<file path="src/rtl/reg_term_pkg.sv">
// -----------------------------------------------------------------------------
// reg_term_pkg
// Shared definitions for the SDMAC bus-cycle terminator:
//   - term_state_t   : terminator FSM states
//   - DEF_CNTW       : default width of the wait-state / timeout counters
//   - lowest_set_idx : index of the lowest set bit of a select vector
// -----------------------------------------------------------------------------
package reg_term_pkg;

   localparam int DEF_CNTW = 4;

   typedef enum logic [2:0] {
      IDLE     = 3'd0,
      COUNT    = 3'd1,
      WAIT_EXT = 3'd2,
      TERM     = 3'd3,
      ERR      = 3'd4
   } term_state_t;

   // Lowest set bit wins when several selects are active at once. Callers
   // zero-extend their select vector to 32 bits. Returns 0 for an empty vector.
   function automatic logic [4:0] lowest_set_idx(input logic [31:0] i_vec);
      logic [4:0] idx;
      idx = '0;
      for (int i = 31; i >= 0; i--) begin
         if (i_vec[i]) idx = 5'(i);
      end
      return idx;
   endfunction

endpackage

</file>
<file path="src/rtl/term_wait_counter.sv">
// -----------------------------------------------------------------------------
// term_wait_counter
// Loadable down-counter with a zero flag. Used for the per-cycle wait-state
// count. Decrementing stops at zero.
// Ports:
//   i_clk      clock (rising edge)
//   i_rst      synchronous active-high reset, clears the count
//   i_load     load i_load_val (has priority over i_dec)
//   i_load_val value to load
//   i_dec      decrement by one when non-zero
//   o_zero     count is zero
// -----------------------------------------------------------------------------
module term_wait_counter
   import reg_term_pkg::*;
#(
   parameter int CNTW = DEF_CNTW
)(
   input  logic            i_clk,
   input  logic            i_rst,
   input  logic            i_load,
   input  logic [CNTW-1:0] i_load_val,
   input  logic            i_dec,
   output logic            o_zero
);

   logic [CNTW-1:0] r_cnt;

   always_ff @(posedge i_clk) begin
      if (i_rst) begin
         r_cnt <= '0;
      end else if (i_load) begin
         r_cnt <= i_load_val;
      end else if (i_dec && (r_cnt != '0)) begin
         r_cnt <= r_cnt - CNTW'(1);
      end
   end

   assign o_zero = (r_cnt == '0);

endmodule

</file>
<file path="src/rtl/reg_cycle_term.sv">
// -----------------------------------------------------------------------------
// reg_cycle_term
// Multi-channel bus-cycle terminator for SDMAC register/peripheral accesses.
// A cycle is accepted on AS_ low with a non-zero SEL; the lowest selected
// channel is latched, its wait states are counted, an optional external-ready
// wait with timeout follows, and the cycle ends with DSK_ (normal) or
// BERR_ (timeout), held until AS_ is released.
// Ports:
//   nCPUCLK  system clock, rising edge
//   RST      synchronous active-high reset
//   AS_      CPU address strobe, active low
//   SEL      per-channel decoded selects, active high
//   EXT_RDY  per-channel external ready, active high
//   DSK_     registered data-strobe acknowledge, active low
//   BERR_    registered bus error, active low
//   BUSY     high while a cycle is owned (state != IDLE), registered
//   ACT_CH   latched channel index, holds its value in IDLE
// -----------------------------------------------------------------------------
module reg_cycle_term
   import reg_term_pkg::*;
#(
   parameter int                   NCH      = 4,
   parameter int                   CNTW     = DEF_CNTW,
   parameter logic [NCH*CNTW-1:0]  WAIT_CFG = {NCH{CNTW'(4)}},
   parameter logic [NCH-1:0]       EXT_MASK = '0,
   parameter int                   TIMEOUT  = 15
)(
   input  logic                     nCPUCLK,
   input  logic                     RST,
   input  logic                     AS_,
   input  logic [NCH-1:0]           SEL,
   input  logic [NCH-1:0]           EXT_RDY,
   output logic                     DSK_,
   output logic                     BERR_,
   output logic                     BUSY,
   output logic [$clog2(NCH)-1:0]   ACT_CH
);

   localparam int              CHW      = $clog2(NCH);
   localparam logic [CNTW-1:0] TMO_LAST = CNTW'(TIMEOUT - 1);

   if (NCH < 2 || NCH > 32) begin : g_bad_nch
      $error("reg_cycle_term: NCH must be in 2..32");
   end
   if (TIMEOUT < 1 || TIMEOUT > (2**CNTW - 1)) begin : g_bad_timeout
      $error("reg_cycle_term: TIMEOUT must be in 1..2**CNTW-1");
   end

   term_state_t     r_state;
   term_state_t     w_state_nxt;
   logic [CHW-1:0]  r_ch;
   logic [CHW-1:0]  w_sel_ch;
   logic [CNTW-1:0] r_tcnt;
   logic [CNTW-1:0] w_tcnt_nxt;
   logic [CNTW-1:0] w_load_val;
   logic            w_ch_load;
   logic            w_wdec;
   logic            w_wzero;
   logic            w_ext_en;
   logic            w_ext_rdy;
   logic            r_dsk_n;
   logic            r_berr_n;
   logic            r_busy;
   logic            r_armed;
   logic            w_dsk_n_nxt;
   logic            w_berr_n_nxt;

   assign w_sel_ch  = CHW'(lowest_set_idx(32'(SEL)));
   assign w_ext_en  = EXT_MASK[r_ch];
   assign w_ext_rdy = EXT_RDY[r_ch];

   // Wait-state count of the channel being accepted this edge
   always_comb begin
      w_load_val = '0;
      for (int i = 0; i < NCH; i++) begin
         if (w_sel_ch == CHW'(i)) w_load_val = WAIT_CFG[i*CNTW +: CNTW];
      end
   end

   term_wait_counter #(
      .CNTW (CNTW)
   ) u_wcnt (
      .i_clk      (nCPUCLK),
      .i_rst      (RST),
      .i_load     (w_ch_load),
      .i_load_val (w_load_val),
      .i_dec      (w_wdec),
      .o_zero     (w_wzero)
   );

   always_comb begin
      w_state_nxt  = r_state;
      w_tcnt_nxt   = r_tcnt;
      w_ch_load    = 1'b0;
      w_wdec       = 1'b0;
      w_dsk_n_nxt  = 1'b1;
      w_berr_n_nxt = 1'b1;
      case (r_state)
         IDLE: begin
            // r_armed blocks acceptance after reset until AS_ has been seen high,
            // so a strobe still low across reset is not taken as a new cycle.
            if (r_armed && !AS_ && (SEL != '0)) begin
               w_ch_load   = 1'b1;
               w_state_nxt = COUNT;
            end
         end
         COUNT: begin
            if (AS_) begin
               w_state_nxt = IDLE;
            end else if (w_wzero) begin
               if (w_ext_en) begin
                  w_tcnt_nxt  = '0;
                  w_state_nxt = WAIT_EXT;
               end else begin
                  w_state_nxt = TERM;
               end
            end else begin
               w_wdec = 1'b1;
            end
         end
         WAIT_EXT: begin
            // Ready is checked before the timeout so it wins on a tie
            if (AS_) begin
               w_state_nxt = IDLE;
            end else if (w_ext_rdy) begin
               w_state_nxt = TERM;
            end else if (r_tcnt == TMO_LAST) begin
               w_state_nxt = ERR;
            end else begin
               w_tcnt_nxt = r_tcnt + CNTW'(1);
            end
         end
         TERM: begin
            if (AS_) w_state_nxt = IDLE;
            else     w_dsk_n_nxt = 1'b0;
         end
         ERR: begin
            if (AS_) w_state_nxt  = IDLE;
            else     w_berr_n_nxt = 1'b0;
         end
         default: begin
            w_state_nxt = IDLE;
         end
      endcase
   end

   always_ff @(posedge nCPUCLK) begin
      if (RST) begin
         r_state  <= IDLE;
         r_ch     <= '0;
         r_tcnt   <= '0;
         r_dsk_n  <= 1'b1;
         r_berr_n <= 1'b1;
         r_busy   <= 1'b0;
         r_armed  <= 1'b0;
      end else begin
         r_state  <= w_state_nxt;
         r_tcnt   <= w_tcnt_nxt;
         r_dsk_n  <= w_dsk_n_nxt;
         r_berr_n <= w_berr_n_nxt;
         r_busy   <= (w_state_nxt != IDLE);
         r_armed  <= r_armed | AS_;
         if (w_ch_load) r_ch <= w_sel_ch;
      end
   end

   assign DSK_   = r_dsk_n;
   assign BERR_  = r_berr_n;
   assign BUSY   = r_busy;
   assign ACT_CH = r_ch;

endmodule

</file>
<file path="config.mk">
export PLATFORM = sky130hd
export DESIGN_NAME = reg_cycle_term
export DESIGN_NICKNAME = d
export VERILOG_FILES = /design/src/rtl/reg_term_pkg.sv /design/src/rtl/term_wait_counter.sv /design/src/rtl/reg_cycle_term.sv
export SDC_FILE = /design/constraint.sdc
export NUM_CORES = 1
export LEC_CHECK = 0
export ABC_AREA = 1
export CELL_PAD_IN_SITES_DETAIL_PLACEMENT = 1
export CELL_PAD_IN_SITES_GLOBAL_PLACEMENT = 2
export CORE_UTILIZATION = 30
export DETAILED_ROUTE_END_ITERATION = 10
export HOLD_SLACK_MARGIN = 0.02
export PLACE_DENSITY = 0.82
export SLEW_MARGIN = 20
export SYNTH_ARGS = -nofsm -noshare
export SYNTH_HDL_FRONTEND = slang
export SYNTH_SLANG_ARGS = --single-unit
</file>
<file path="constraint.sdc">
create_clock -name nCPUCLK -period 3.2 [get_ports nCPUCLK]
set_clock_uncertainty 0.1 [all_clocks]
set_input_delay 0.48 -clock nCPUCLK [delete_from_list [all_inputs] [get_ports nCPUCLK]]
set_output_delay 0.48 -clock nCPUCLK [all_outputs]
set_load 0.02 [all_outputs]
</file>
Word level (Yosys, flattened, before mapping)
Cells that the tools add are included.
{"block": "op_classes", "n_eq_ne": 14, "n_lt_le_gt_ge": 1, "n_reduce_logical": 16, "bitwise_logic": 3, "n_mux": 36, "addsub": 2}
{"cell": "$mux 4", "n": 11}
{"cell": "$mux 3", "n": 8}
{"cell": "$pmux 3 s4", "n": 1}
{"cell": "$ne 2x2->1 const B", "n": 5}
{"cell": "$mux 1", "n": 9}
{"cell": "$mux 2", "n": 4}
{"cell": "$pmux 4 s2", "n": 1}
{"cell": "$reduce_bool 4->1", "n": 2}
{"cell": "$reduce_and 7->1", "n": 1}
{"cell": "$eq 3x2->1 const B", "n": 2}
{"cell": "$reduce_or 2->1", "n": 3}
{"cell": "$add 4x1->4 const B", "n": 1}
{"cell": "$bmux 1 s2", "n": 2}
{"cell": "$eq 2x2->1 const B", "n": 2}
{"cell": "$eq 4x4->1 const B", "n": 1}
{"cell": "$logic_not 4->1", "n": 1}
{"cell": "$reduce_bool 2->1", "n": 2}
{"cell": "$sub 4x1->4 const B", "n": 1}
{"cell": "$eq 3x1->1 const B", "n": 1}
{"cell": "$eq 3x3->1 const B", "n": 1}
{"cell": "$logic_and 1x1->1", "n": 3}
{"cell": "$logic_not 3->1", "n": 1}
{"cell": "$lt 2x3->1 const B", "n": 1}
{"cell": "$reduce_bool 3->1", "n": 1}
{"cell": "6 further kinds", "n": 7}
{"block": "totals", "in_bits": 11, "output_inout_bits": 5, "word_cells": 80, "regBits": 17}

Depth between registers and ports, before layout
Gate-level depths: netlist (run 1).
{"block": "depth", "depth_word": 10, "mapped_depth": 10, "mapped_depth_nobuf": 10}

Hierarchy
A second synthesis (run 1) with hierarchy kept.
{"block": "unflattened", "cells_unflattened": 148, "hier_area_um2": 1017.2}
{"mod": "reg_cycle_term", "area_each_um2": 743.2, "cells_per_inst": 107, "instances": 1}
{"mod": "term_wait_counter", "area_each_um2": 274.0, "cells_per_inst": 41, "instances": 1}

Worst setup path before layout (run 1)
OpenSTA, ideal clock, no wires.
{"block": "synth_path", "kind": "flip-flop to flip-flop", "from": "register r_tcnt[0]", "to": "register r_tcnt[1]", "period_less_slack_ns": 1.378, "path_stages_with_launch": 11, "arrival_ns": 1.165, "path_buffers": 0, "path_slack_ns": 1.822, "t_required_ns": 2.987, "cell_sequence": "dfxtp_1 > inv_1 > ha_1 > nand3_1 > nand2_2 > nor2_4 > nand2_4 > clkinv_2 > nand2_1 > nand2_1 > nor2_1"}
{"block": "synth_between", "elab_chain_cells": 5, "word_cells_on_any_way": 8, "cone_classes": "1 x add/sub; 2 x eq/ne; 4 x mux; 1 x reduce/logical"}
{"element": "start, declared", "line_no": "reg_cycle_term.sv:53", "text": "logic [CNTW-1:0] r_tcnt;"}
{"element": "start signal, assigned", "line_no": "reg_cycle_term.sv:158", "text": "r_tcnt <= w_tcnt_nxt;"}
{"element": "$add 4x1->4", "line_no": "reg_cycle_term.sv:130", "text": "w_tcnt_nxt = r_tcnt + CNTW'(1);"}
{"element": "$mux 4", "line_no": "reg_cycle_term.sv:127", "text": "end else if (r_tcnt == TMO_LAST) begin"}
{"element": "$mux 4", "line_no": "reg_cycle_term.sv:125", "text": "end else if (w_ext_rdy) begin"}
{"element": "$mux 4", "line_no": "reg_cycle_term.sv:123", "text": "if (AS_) begin"}
{"element": "$pmux 4 s2", "line_no": "reg_cycle_term.sv:98", "text": "case (r_state)"}
Several ways; a longest one is shown, not always the timed one. The select of a mux whose other input is x is not followed.
A chain may end at the register's enable or synchronous reset.

Final worst setup path (run 1)
{"block": "layout_path", "from": "register r_ch[1] (netlist: ACT_CH[1])", "to": "output port ACT_CH[1]"}
{"element": "start, declared", "line_no": "reg_cycle_term.sv:51", "text": "logic [CHW-1:0] r_ch;"}
{"element": "start signal, assigned", "line_no": "reg_cycle_term.sv:163", "text": "if (w_ch_load) r_ch <= w_sel_ch;"}
{"element": "end, declared", "line_no": "reg_cycle_term.sv:36", "text": "output logic [$clog2(NCH)-1:0] ACT_CH"}
No word-level cell between the ends.

==> results.yml, run 1 <==
sta:
  setup-tns-final_ns: 0
  finalMaxSlewViolations: 0
  worst_slew_pin_slew_ns: 0.3590
  period_share_pct: 59.44
  rsz0062_at_grt: "no"
  fmax_mhz: 525.7
  slew_headroom_pct: 75.99
  finalHoldViolCount: 0
  fin_crit_ns: 1.902
  finalSetupViolations: 0
  whs_ns: 0.3665
global_routing:
  grt_pass1_wl_microns: 4077
  grt_pass1_vias: 923
  antenna_found_initial: 0
  overflow: 0
  gr-usage-all-layers_pct: 15.83
  grt_max_degree: 10
final_layout:
  drive_gt1_share_pct: 14.29
  postLayoutCoreUtil_pct: 39.96
  finalNetCount: 169
  num_antenna_cells: 0
  nFillCells: 385
  area_growth_pct: 22.78
status:
  violations: "DRC"
  status: "finished with violations"
floorplanning:
  die-area_sq_um: 3321
  die_y_microns: 57.63
  fp.dieW_microns: 57.63
  ios: 16
  start_util_pct: 32.54
  core_sq_um: 2853
  rows: 19
clock_tree:
  cts_tree: "done"
  cts_num_sinks: 17
  cts-root-buf: "clkbuf_4"
  postCtsResizedCells: 0
  clock_latency_ns: 0.31
  clkTransAtPathRegs_ns: 0.12
  htree_levels: 1
  ctsHoldBuffers: 0
  cts-buffers-inserted: 3
  post_cts_buffers: 0
  clk_path_buf_depth: 2
setup_path:
  arrival_ns: 1.32
  cp.required_ns: 2.62
  cp_num_buf_inv: 1
  endpoint_kind: "primary output"
  worstSetupStartpointType: "register"
  cp_cell_sequence: "clkdlybuf4s50_1"
  max_stage_delay_ns: 0.63
  worstSetupPathType: "register to primary output"
  crit_family: "buffers and inverters"
  critPathSlowestCell: "clkdlybuf4s50_1"
  cp_max_fo: 4
drt:
  first_pass_iters: 7
  route.detailed.drc: 2
  drt-total-wl_microns: 2301
  viasPerCell: 4.811
  antenna_left: 0
  vias: 890
  drt_iter0_markers: 30
  wl_per_cell_microns: 12.44
power:
  power_uw: 409.9
  p_per_area_nw_per_um2: 359.6
  vdd_drop_max_mv: 0.1433
  p_leak_uw: 0.0005173
job:
  drv_cap: 0
logic_synthesis:
  synth_top_family_by_area: "simple AND/OR/NAND/NOR gates"
  synth_area_sq_um: 928.4
  synth_simple_gate_area_share_pct: 41.11
  synthCells: 136
  seq_area_frac_synth_pct: 36.66
  avgSynthCellArea_sq_um: 6.826
  ys_types: 22
  synth_compound_area_share_pct: 7.278
  synth-xor-area-share_pct: 1.887
  ys_seq_elements: 17
  synthAdderAreaFrac_pct: 4.043
  synth_nets: 150
  muxShareOfSynthArea_pct: 0
  ys_warn_count: 0
placed_design:
  gp_congestion: 0.7408
  numPortBuffers: 15
  dp.final_hpwl_microns: 1849
worst_hold_path:
  hp-class: "register to register"
[per-layer routing]
metal	routed length [microns]	up-vias	GRT usage [%]
met1	1228	407	22.21
li1	-	465	-
met5	0	-	0
met3	54	5	2.679
met4	40	0	6.272
met2	977	13	24.25
[synth_stat cells (all sizes together)]
| cell | instances | area (sq um) |
|---|---|---|
| xor2 | 2 | 17.52 |
| nand4 | 2 | 12.51 |
| ha | 3 | 37.54 |
| o21ai | 5 | 25.02 |
| nand2 | 37 | 158.9 |
| dfxtp | 17 | 340.3 |
| a21oi | 7 | 35.03 |
| inv | 20 | 75.07 |
| nor2 | 20 | 95.09 |
| o211ai | 1 | 7.510 |
| clkbuf | 1 | 3.750 |
| nand3b | 2 | 15.01 |
| nor3 | 3 | 15.01 |
| clkinv | 1 | 5.000 |
| nand3 | 15 | 85.08 |
[registers in the layout, indices dropped and copies added, names as in the netlist]
signal and count:
r_armed 1, r_tcnt 4, u_wcnt.r_cnt 4, ACT_CH 2, BERR_ 1, r_state 3
DSK_ 1, BUSY 1
[cell families (layout without fill, tap and decap cells)]
logic type,after synthesis,count (layout)
adders and majority gates,3,3
buffers and inverters,22,40
and+or+nand+nor,79,79
AOI/OAI and AO/OA,13,13
xor gates and xnor gates,2,2
DFF,17,17
[layout make-up]
cell class              instances  area, sq um  share of cell area [%]
inverters                      21        80.08                   7.025
multi-input cells              97        504.2                   44.24
repair buffers                 15        150.1                   13.17
flip-flops and latches         17        340.3                   29.86
well taps                      31        38.79                   3.403
clock buffers                   4        26.28                   2.305
[where the power goes]
part / total [uW] / switching [uW] / leakage [uW] / internal, uW
Clock: 125 / 76.3 / 0.0000150 / 48.6
Sequential: 223 / 5.23 / 0.000138 / 218
Combinational: 62.1 / 35.2 / 0.000364 / 26.9
Total: 410 / 117 / 0.000517 / 293
[layout by cell type, fill, tap and decap left out]
| cell | count |
|---|---|
| a21oi_1 | 7 |
| clkbuf_1 | 1 |
| clkbuf_4 | 3 |
| clkdlybuf4s50_1 | 15 |
| clkinv_2 | 1 |
| dfxtp_1 | 17 |
| ha_1 | 3 |
| inv_1 | 14 |
| inv_2 | 6 |
| nand2_1 | 31 |
| nand2_2 | 5 |
| nand2_4 | 1 |
| nand3_1 | 13 |
| nand3_2 | 2 |
| nand3b_1 | 2 |
| nand4_1 | 2 |
| nor2_1 | 16 |
| nor2_2 | 2 |
| nor2_4 | 2 |
| nor3_1 | 3 |
| o211ai_1 | 1 |
| o21ai_0 | 1 |
| o21ai_1 | 4 |
| xor2_1 | 2 |
[per-stage QoR]
step	setup WS [ns]	cells	area (sq um)
2_1_floorplan	1.822	136	928.4
3_3_place_gp	1.271	181	1114
3_5_place_dp	1.203	181	1114
4_1_cts	1.286	185	1140
5_1_grt	1.238	185	1140
6_report	1.298	185	1140
[path summary, 6_finish.rpt]
check	from	end	slack [ns]	depth (start not counted)
hold / removal	r_armed	r_armed	0.37	2
setup reg to reg	r_tcnt[0]	r_tcnt[1]	1.65	10
hold reg to reg	r_armed	r_armed	0.37	2
setup / recovery	ACT_CH[1]	ACT_CH[1]	1.30	1
No activity file was read; power rests on OpenSTA's default activity.
==> run 2, diff against run 1 <==
--- a/config.mk
+++ b/config.mk
@@ -8,10 +8,10 @@
 export ABC_AREA = 1
 export CELL_PAD_IN_SITES_DETAIL_PLACEMENT = 1
 export CELL_PAD_IN_SITES_GLOBAL_PLACEMENT = 2
-export CORE_UTILIZATION = 30
+export CORE_UTILIZATION = 25
 export DETAILED_ROUTE_END_ITERATION = 10
 export HOLD_SLACK_MARGIN = 0.02
-export PLACE_DENSITY = 0.82
+export PLACE_DENSITY = 0.73
 export SLEW_MARGIN = 20
 export SYNTH_ARGS = -nofsm -noshare
 export SYNTH_HDL_FRONTEND = slang
==> constraint.sdc (replaced) <==
create_clock -name nCPUCLK -period 1.7 [get_ports nCPUCLK]
set_clock_uncertainty 0.1 [all_clocks]
set_input_delay 0.255 -clock nCPUCLK [delete_from_list [all_inputs] [get_ports nCPUCLK]]
set_output_delay 0.255 -clock nCPUCLK [all_outputs]
set_load 0.02 [all_outputs]
==> run 2 against run 1 <==
Against the previous run: the flow now finishes without violations; hold slack better by 0.0073 ns; first-iteration DRC count decreased by 6.7%; sequential cell count unchanged; die area up 19%; critical path type unchanged; largest cell class unchanged; highest routed layer unchanged.
==> results.yml, run 2 (synthesis results as in run 1) <==
status:
  status: "finished clean"
setup_path:
  critPathSlowestCell: "clkdlybuf4s50_1"
  r2r_setup_slack_ns: 0.18
  worstSetupStartpointType: "register"
  worstRegToRegCells: 10
  cp.depth: 1
  cp_max_fo: 4
  cp.required_ns: 1.34
  endpoint_kind: "primary output"
  cp_cell_sequence: "clkdlybuf4s50_1"
  arrival_ns: 1.28
  max_stage_delay_ns: 0.63
  crit_family: "buffers and inverters"
  cp_num_buf_inv: 1
  worstSetupPathType: "register to primary output"
power:
  vdd_drop_max_mv: 0.1813
  p_sw_share_pct: 26.47
  intPower_uw: 628.3
  switchingPower_uw: 226.2
  p_leak_uw: 0.0005476
  seq_power_share_pct: 49.1
  p_per_area_nw_per_um2: 707.0
  comb_power_share_pct: 14.5
  clkPwrFrac_pct: 36.4
drt:
  wl_per_cell_microns: 11.56
  drt_iter0_markers: 28
  drt-total-wl_microns: 2359
  antenna_left: 0
  vias: 913
  first_pass_iters: 4
  viasPerCell: 4.475
  route.detailed.drc: 0
sta:
  finalHoldViolCount: 0
  finalSetupViolations: 0
  fmax_mhz: 612.7
  worst_slew_pin_slew_ns: 0.2947
  finalMaxSlewViolations: 0
  rsz0062_at_grt: "no"
  setup-tns-final_ns: 0
  fin_crit_ns: 1.632
  slew_headroom_pct: 80.28
  period_share_pct: 96.01
worst_hold_path:
  hp-class: "register to register"
  whs_path_depth: 2
clock_tree:
  postCtsResizedCells: 0
  clock_latency_ns: 0.25
  clk_path_buf_depth: 2
  post_cts_buffers: 0
  cts_num_sinks: 17
  htree_levels: 1
  cts-buffers-inserted: 3
  cts-root-buf: "clkbuf_8"
  cts_tree: "done"
  clkTransAtPathRegs_ns: 0.07
  ctsHoldBuffers: 0
job:
  drv_cap: 0
global_routing:
  overflow: 0
  gr-usage-all-layers_pct: 14.33
  grt_max_degree: 11
  grt_pass1_vias: 993
  grt_pass1_wl_microns: 4422
  antenna_found_initial: 0
final_layout:
  final_area_sq_um: 1209
  nFillCells: 450
  layout_common_cells: "nand2_1 (31), dfxtp_1 (17), nor2_1 (16)"
  area_growth_pct: 30.19
  multi_input_area_sq_um: 504.2
  finalNetCount: 173
  num_antenna_cells: 0
  seq_area_sq_um: 340.3
  final_common_cell: "nand2_1"
  drive_gt1_share_pct: 17.09
  reg_top3: "r_tcnt: 4 flops, u_wcnt.r_cnt: 4 flops, r_state: 3 flops"
placed_design:
  placed_cell_area_sq_um: 1162
  dp.final_hpwl_microns: 1982
  numPortBuffers: 15
  gp_congestion: 0.7504
floorplanning:
  ios: 16
  start_util_pct: 26.97
  fp.dieW_microns: 62.94
  die_y_microns: 62.94
  core_sq_um: 3442
  rows: 21
  die-area_sq_um: 3961
==> run 2: cell types whose count changed in the layout (fill, tap and decap cells not counted), sizes merged <==
cell and change:
clkbuf -1, buf +4, clkinv +1
==> run 2: through the flow <==
stage / hold slack [ns] / util, % / power, uW / std cells / setup slack [ns]
floorplan: 0.3056 / - / 495.9 / 136 / 0.3219
global placement: 0.3566 / 33.77 / 552.2 / 200 / 0.06194
detailed placement: 0.3678 / 33.77 / 554.0 / 200 / 0.05413
CTS: 0.3793 / 35.11 / 869.1 / 204 / 0.06001
global route: 0.4095 / 35.11 / 912.9 / 204 / 0.01270
finish: 0.3737 / 35.11 / 854.5 / 204 / 0.06789
==> run 2: final timing paths <==
check / endpoint / from
hold / removal: r_armed / r_armed
setup / recovery: ACT_CH[0] / ACT_CH[0]
setup reg to reg: r_tcnt[1] / r_tcnt[0]
hold reg to reg: r_armed / r_armed
==> run 2: per-layer routing <==
metal	track usage [%]	wire length, microns	vias to the layer above
met1	18.15	1199	421
met3	2.372	64	4
met4	7.849	49	0
met2	22.85	1046	13
li1	-	-	475
met5	0	0	-
==> run 2: cell type report <==
| cell class | instances | area share [%] |
|---|---|---|
| sequential | 17 | 28.16 |
| clock buffer | 3 | 3.416 |
| multi-input combinational | 97 | 41.72 |
| inverter | 21 | 6.625 |
| tap | 46 | 4.762 |
| clock inverter | 1 | 0.4141 |
| timing repair buffer | 19 | 14.91 |
==> run 2: power groups by stage <==
stage | Sequential (uW) | Combinational, uW | Clock (uW)
2_1_floorplan | 430 | 65.9 | 0
6_report | 419 | 124 | 311
3_5_place_dp | 429 | 125 | 0
4_1_cts | 419 | 126 | 324
3_3_place_gp | 429 | 123 | 0
5_1_grt | 421 | 140 | 352
